File: config.mk
export PLATFORM = sky130hd
export DESIGN_NAME = dst_mac_seq
export DESIGN_NICKNAME = d
export VERILOG_FILES = /design/src/rtl/dst_mac_seq.sv
export SDC_FILE = /design/constraint.sdc
export NUM_CORES = 1
export LEC_CHECK = 0
export CAP_MARGIN = 40
export CORE_UTILIZATION = 44
export DETAILED_ROUTE_END_ITERATION = 7
export GPL_TIMING_DRIVEN = 0
export PLACE_DENSITY = 0.68
export SYNTH_ARGS = -nofsm -noshare
export SYNTH_HDL_FRONTEND = slang
export SYNTH_SLANG_ARGS = --single-unit
File: constraint.sdc
create_clock -name clk -period 4.6 [get_ports clk]
set_input_delay 0.92 -clock clk [delete_from_list [all_inputs] [get_ports clk]]
set_output_delay 0.92 -clock clk [all_outputs]
set_load 0.01 [all_outputs]
File: src/rtl/dst_mac_seq.sv
// -----------------------------------------------------------------------------
// dst_mac_seq
//   Sequential multiply-accumulate engine for the DST datapath. Computes one
//   N-term dot product y = sum(c[k]*x[k]) per vector from a stream of
//   sample/coefficient beats. The result is rounded (round-half-up),
//   arithmetically right-shifted by SHIFT and saturated to OUT_W bits.
//
//   Pipeline: beat counter (p0) -> registered product (p1) -> accumulator (p2)
//             -> output register (m_*).
//
// Ports
//   clk      : clock, rising edge
//   rst_n    : asynchronous active-low reset
//   flush    : synchronous; discards any partial vector, keeps a pending result
//   s_valid  : input beat valid
//   s_ready  : input beat accepted when s_valid & s_ready
//   s_x      : signed sample, IN_W bits
//   s_c      : signed coefficient, COEFF_W bits
//   m_valid  : result valid
//   m_ready  : result accepted when m_valid & m_ready
//   m_y      : signed result, OUT_W bits
//   m_sat    : result was clamped
// -----------------------------------------------------------------------------
module dst_mac_seq #(
    parameter int IN_W    = 12,
    parameter int COEFF_W = 8,
    parameter int N       = 4,
    parameter int SHIFT   = 0,
    parameter int OUT_W   = IN_W + COEFF_W + 2
) (
    input  logic                      clk,
    input  logic                      rst_n,
    input  logic                      flush,
    input  logic                      s_valid,
    output logic                      s_ready,
    input  logic signed [IN_W-1:0]    s_x,
    input  logic signed [COEFF_W-1:0] s_c,
    output logic                      m_valid,
    input  logic                      m_ready,
    output logic signed [OUT_W-1:0]   m_y,
    output logic                      m_sat
);

    localparam int P  = IN_W + COEFF_W;
    localparam int CW = $clog2(N);
    localparam int A  = P + CW;
    // Width wide enough to hold both the scaled sum and the output bounds.
    localparam int WW = (A + 1 > OUT_W) ? A + 1 : OUT_W;

    // Half an output LSB; collapses to zero when SHIFT == 0.
    localparam logic signed [A:0]    RND  = ((A + 1)'(1) << SHIFT) >> 1;
    localparam logic signed [WW-1:0] YMAX = (WW'(1) <<< (OUT_W - 1)) - WW'(1);
    localparam logic signed [WW-1:0] YMIN = -YMAX - WW'(1);

    // Round half up, then arithmetic shift; one extra bit keeps the
    // rounding addition exact.
    function automatic logic signed [A:0] round_shift(input logic signed [A-1:0] s);
        logic signed [A:0] t;
        t = {s[A-1], s} + RND;
        return t >>> SHIFT;
    endfunction

    // Returns {sat_flag, clamped_value}.
    function automatic logic [OUT_W:0] saturate(input logic signed [A:0] r);
        logic signed [WW-1:0] rw;
        rw = WW'(r);
        if (rw > YMAX)
            return {1'b1, OUT_W'(YMAX)};
        else if (rw < YMIN)
            return {1'b1, OUT_W'(YMIN)};
        else
            return {1'b0, OUT_W'(rw)};
    endfunction

    logic                  en;
    logic                  accept;
    logic                  load;
    logic [CW-1:0]         cnt_p0;
    logic                  last_p0;
    logic signed [P-1:0]   prod_p0;
    logic signed [P-1:0]   prod_p1;
    logic                  vld_p1;
    logic                  last_p1;
    logic signed [A-1:0]   sum_p1;
    logic signed [A-1:0]   acc_p2;
    logic signed [A:0]     scaled_p1;
    logic [OUT_W:0]        sat_res_p1;

    // A stalled result freezes the whole pipeline; s_ready never looks at s_valid.
    assign en      = ~(m_valid & ~m_ready);
    assign s_ready = en & ~flush;
    assign accept  = s_valid & s_ready;

    assign last_p0 = (cnt_p0 == CW'(N - 1));
    assign prod_p0 = P'(s_x) * P'(s_c);

    assign sum_p1     = acc_p2 + {{CW{prod_p1[P-1]}}, prod_p1};
    assign scaled_p1  = round_shift(sum_p1);
    assign sat_res_p1 = saturate(scaled_p1);

    // The last product of a vector goes straight to the output register
    // and restarts the accumulator, so the next vector needs no bubble.
    assign load = en & ~flush & vld_p1 & last_p1;

    always_ff @(posedge clk or negedge rst_n) begin
        if (!rst_n) begin
            cnt_p0  <= '0;
            prod_p1 <= '0;
            vld_p1  <= 1'b0;
            last_p1 <= 1'b0;
            acc_p2  <= '0;
            m_valid <= 1'b0;
            m_y     <= '0;
            m_sat   <= 1'b0;
        end else begin
            if (flush) begin
                cnt_p0  <= '0;
                vld_p1  <= 1'b0;
                last_p1 <= 1'b0;
                acc_p2  <= '0;
            end else if (en) begin
                // ---- stage 0 -> 1: beat capture and product ----
                if (accept) begin
                    prod_p1 <= prod_p0;
                    vld_p1  <= 1'b1;
                    last_p1 <= last_p0;
                    cnt_p0  <= last_p0 ? '0 : cnt_p0 + 1'b1;
                end else begin
                    vld_p1  <= 1'b0;
                end
                // ---- stage 1 -> 2: accumulate ----
                if (vld_p1)
                    acc_p2 <= last_p1 ? '0 : sum_p1;
            end

            // ---- stage 2 -> output register ----
            if (load) begin
                m_valid <= 1'b1;
                m_y     <= sat_res_p1[OUT_W-1:0];
                m_sat   <= sat_res_p1[OUT_W];
            end else if (m_valid && m_ready) begin
                m_valid <= 1'b0;
            end
        end
    end

endmodule

==> impl_results.md <==
- WL/cell: 14.5 µm
- Antenna cells: 0
- Final net count: 1031
- CTS Sinks: 70
- Slowest CP cell: fa_1
- Crit path max fanout: 4
- Sequential cell area fraction in the yosys report: 24.1%
- Top-area cell type share of the netlist area: 24.1%
- CP Launch Type: primary input
- Min-delay worst type: reg2reg
- FILL cells: 1459
- Inserted Clock Buffers: 9
- Area taken by multi-input logic gates: 5370 µm²
- Die width: 131 µm
- Hold path cells: 2
- Min cycle time layout: 4590 ps
- DR vias/cell: 5.08
- Routed WL: 15800 µm
- Std-Cell Rows: 46
- F_max: 218 MHz
- Stages on worst setup path: 18
- Cell repeated most along the worst path: fa_1
- Run status: finished, final reports clean
- Synthesized area: 7280 µm²
- CP Buf/Inv Count: 5
- Core Area: 16000 µm²
- Cells on worst reg2reg path: 9
- Syn-to-layout area delta: 22.7%
- Reg2reg start: prod_p1[0]
- TritonCTS clock tree: done
- Syn nets: 945
- Worst setup startpoint: s_c[3]
- Global-route wire length before repair: 26800 µm
- Async SR Flop Fraction: 100%
- Overflow after GRT: 0
- Initial DRC Count: 327
- Final hold slack: 475 ps
- Initial core utilization: 45.5%
- Final max-slew violation count: 0
- Dpl ws: -1030 ps
- CTS clk-pin slew, worst paths: 50 ps
- Skew-Pair Late Insertion Delay: 340 ps
- Die Area: 17100 µm²
- CP delay by family, top: adder cells
- Synth warn: 0
- Initial antenna violation count: 0
- Routed via count: 5519
- Final worst path period share: 99.8%
- Final setup fails: 0
- Drt pass-1 iters: 4
- # DRC: 0
- Syn Inst Count: 781
- Max-Cap Viols: 0
- LEAKAGE: 0.00429 µW
- Avg Cell Area, Syn: 9.33 µm²
- HPWL after DPL: 12400 µm
- Root Driver: clkbuf_16
- WP data required: 4810 ps
- Vias in the first global route: 5543
- Register bit total from synthesis: 70
- I/O Pins: 50
- CP peak stage delay: 520 ps
- Final WS setup: 10.5 ps
- Share of layout cells above drive strength 1: 17.9%
- Worst path arrival time: 4790 ps
- All-Layer GR Usage: 20.1%
- Final core utilization: 55.9%
- Distinct cell type count after synthesis: 63
- Largest net degree at the start of global routing: 40
- Unrepaired setup endpoints after global routing: yes
- CP Capture Type: flip-flop
- Cell taking the most area after synthesis: dfrtp_1
- Rel. slew slack: 61.1%
- Antenna viol nets, final: 0
- Final GP Congestion: 0.912
- Actual slew at the worst max-slew pin: 583 ps
- Endpoints failing hold: 0
- CTS HTree Levels: 3
- Main synth FF type: dfrtp_1
- Maximum root-to-sink buffer count: 2
- Peak supply drop: 246 µV
- Die Y: 131 µm
- Port-buffer cells: 49
- Top post-synthesis cells by area: dfrtp_1, fa_1, ha_1, and2_1, inv_1
- Layout Skew: 6.05 ps
- EDFF count, synth: 0
- Reg area: 1750 µm²
- Crit Path Class: in2reg
- Pwr dens: 520 nW/µm²
- Crit-path cells: buf_8 -> buf_8 -> and2_4 -> fa_1 -> fa_1 -> fa_1 -> inv_1 -> fa_1 -> inv_2 -> ha_4 -> a21oi_4 -> nand2b_4 -> o32ai_4 -> buf_4 -> o21ai_2 -> a21oi_2 -> xor2_1 -> o21ai_1
- Hold_sp: m_y[8]
==> registers in the layout, indices dropped and copies added (netlist names) <==
| register | count |
|---|---|
| m_y | 22 |
| acc_p2 | 22 |
| m_valid | 1 |
| vld_p1 | 1 |
| last_p1 | 1 |
| prod_p1 | 20 |
| cnt_p0 | 2 |
| m_sat | 1 |
==> cell type report <==
cell class | instances | share of cell area [%]
tap | 216 | 3.02
timing repair buffer | 76 | 7.59
clock buffer | 14 | 2.84
buffer | 21 | 1.74
multi-input combinational | 575 | 60.0
clock inverter | 1 | 0.336
sequential | 70 | 19.6
inverter | 114 | 4.87
==> synth_stat cells (4+ instances only) <==
library cell and n:
o21ai_1 6, xnor2_1 21, a21o_1 10, and2_1 68
nor3_1 9, inv_1 113, o21ai_0 28, nor2_1 24
nand2b_1 8, ha_1 59, o21a_1 10, o31ai_1 4
or3_1 7, dfrtp_1 70, fa_1 80, a22o_1 15
xor2_1 11, and3_1 4, nand3_1 9, clkbuf_1 21
o211ai_1 7, a21oi_1 35, nand2_1 101, mux2_2 8
==> cells in the final DEF, fill, tap and decap left out, types with 9 or more instances in the layout <==
cell type / count
and2_1: 57
nor2_1: 21
dfrtp_1: 70
a21oi_1: 29
clkbuf_1: 17
inv_1: 108
buf_2: 12
xnor2_1: 21
o21ai_0: 23
buf_4: 23
clkbuf_16: 9
ha_4: 11
fa_1: 72
xor2_1: 11
and2_4: 11
a21o_1: 10
clkdlybuf4s50_1: 28
a22o_1: 15
ha_1: 48
nand2_1: 98
o21a_1: 10
==> per-layer routing <==
layer / vias to the layer above / GRT usage, % / share of wire (%)
met5: - / 0 / 0
met3: 15 / 1.34 / 2.5
li1: 2743 / - / -
met2: 94 / 34.4 / 48
met4: 0 / 7.84 / 1.6
met1: 2667 / 26.8 / 48
==> where the power goes <==
part | leakage, µW | internal (µW) | switching (µW)
Combinational | 0.00322 | 1480 | 1670
Sequential | 0.000934 | 743 | 94.0
Clock | 0.000137 | 432 | 235
==> final timing paths <==
check                              end  slack, ps
hold / removal                  m_y[8]        480
setup / recovery           prod_p1[16]         10
max in group asynchronous   acc_p2[18]       3550
setup reg to reg            acc_p2[16]       1680
min in group asynchronous       m_y[4]        510
hold reg to reg                 m_y[8]        480
==> worst reg2reg max path, delay by kind of cell, from the launching register on <==
kind / cells / cell delay [ps]
AO/OA/AOI/OAI: 5 / 1220
adder cells (fa/ha/maj): 2 / 700
flip-flops: 1 / 390
AND/OR/NAND/NOR: 2 / 490
==> cells by family (layout without fill, tap and decap cells) <==
kind of cell / after synthesis / in the layout / synth area share [%]
AOI/OAI and AO/OA: 152 / 152 / 15.0
xor gates and xnor gates: 32 / 32 / 3.85
buffers and inverters: 136 / 226 / 7.03
and+or+nand+nor: 243 / 243 / 16.5
DFF: 70 / 70 / 24.1
adders and majority gates: 139 / 139 / 32.1
muxes: 9 / 9 / 1.37
==> per-stage QoR <==
step | cell area, µm² | total power [µW] | cells | setup TNS, ps
after floorplan | 7500 | 3050 | 781 | -13.0
after global placement | 8260 | 3540 | 1046 | -8580
after detailed placement | 8280 | 3570 | 1047 | -9040
after CTS | 8760 | 4360 | 1082 | -111
after global routing | 8940 | 5120 | 1087 | -587
final | 8940 | 4650 | 1087 | 0
==> timing repair <==
action	in CTS	in global routing
buffers inserted	15	6
pin swaps	19	32
endpoints found under the setup margin	11	9
cloned	5	0
resized for setup	110	45
hold buffers	0	0
No activity file was read; power rests on OpenSTA's default activity.
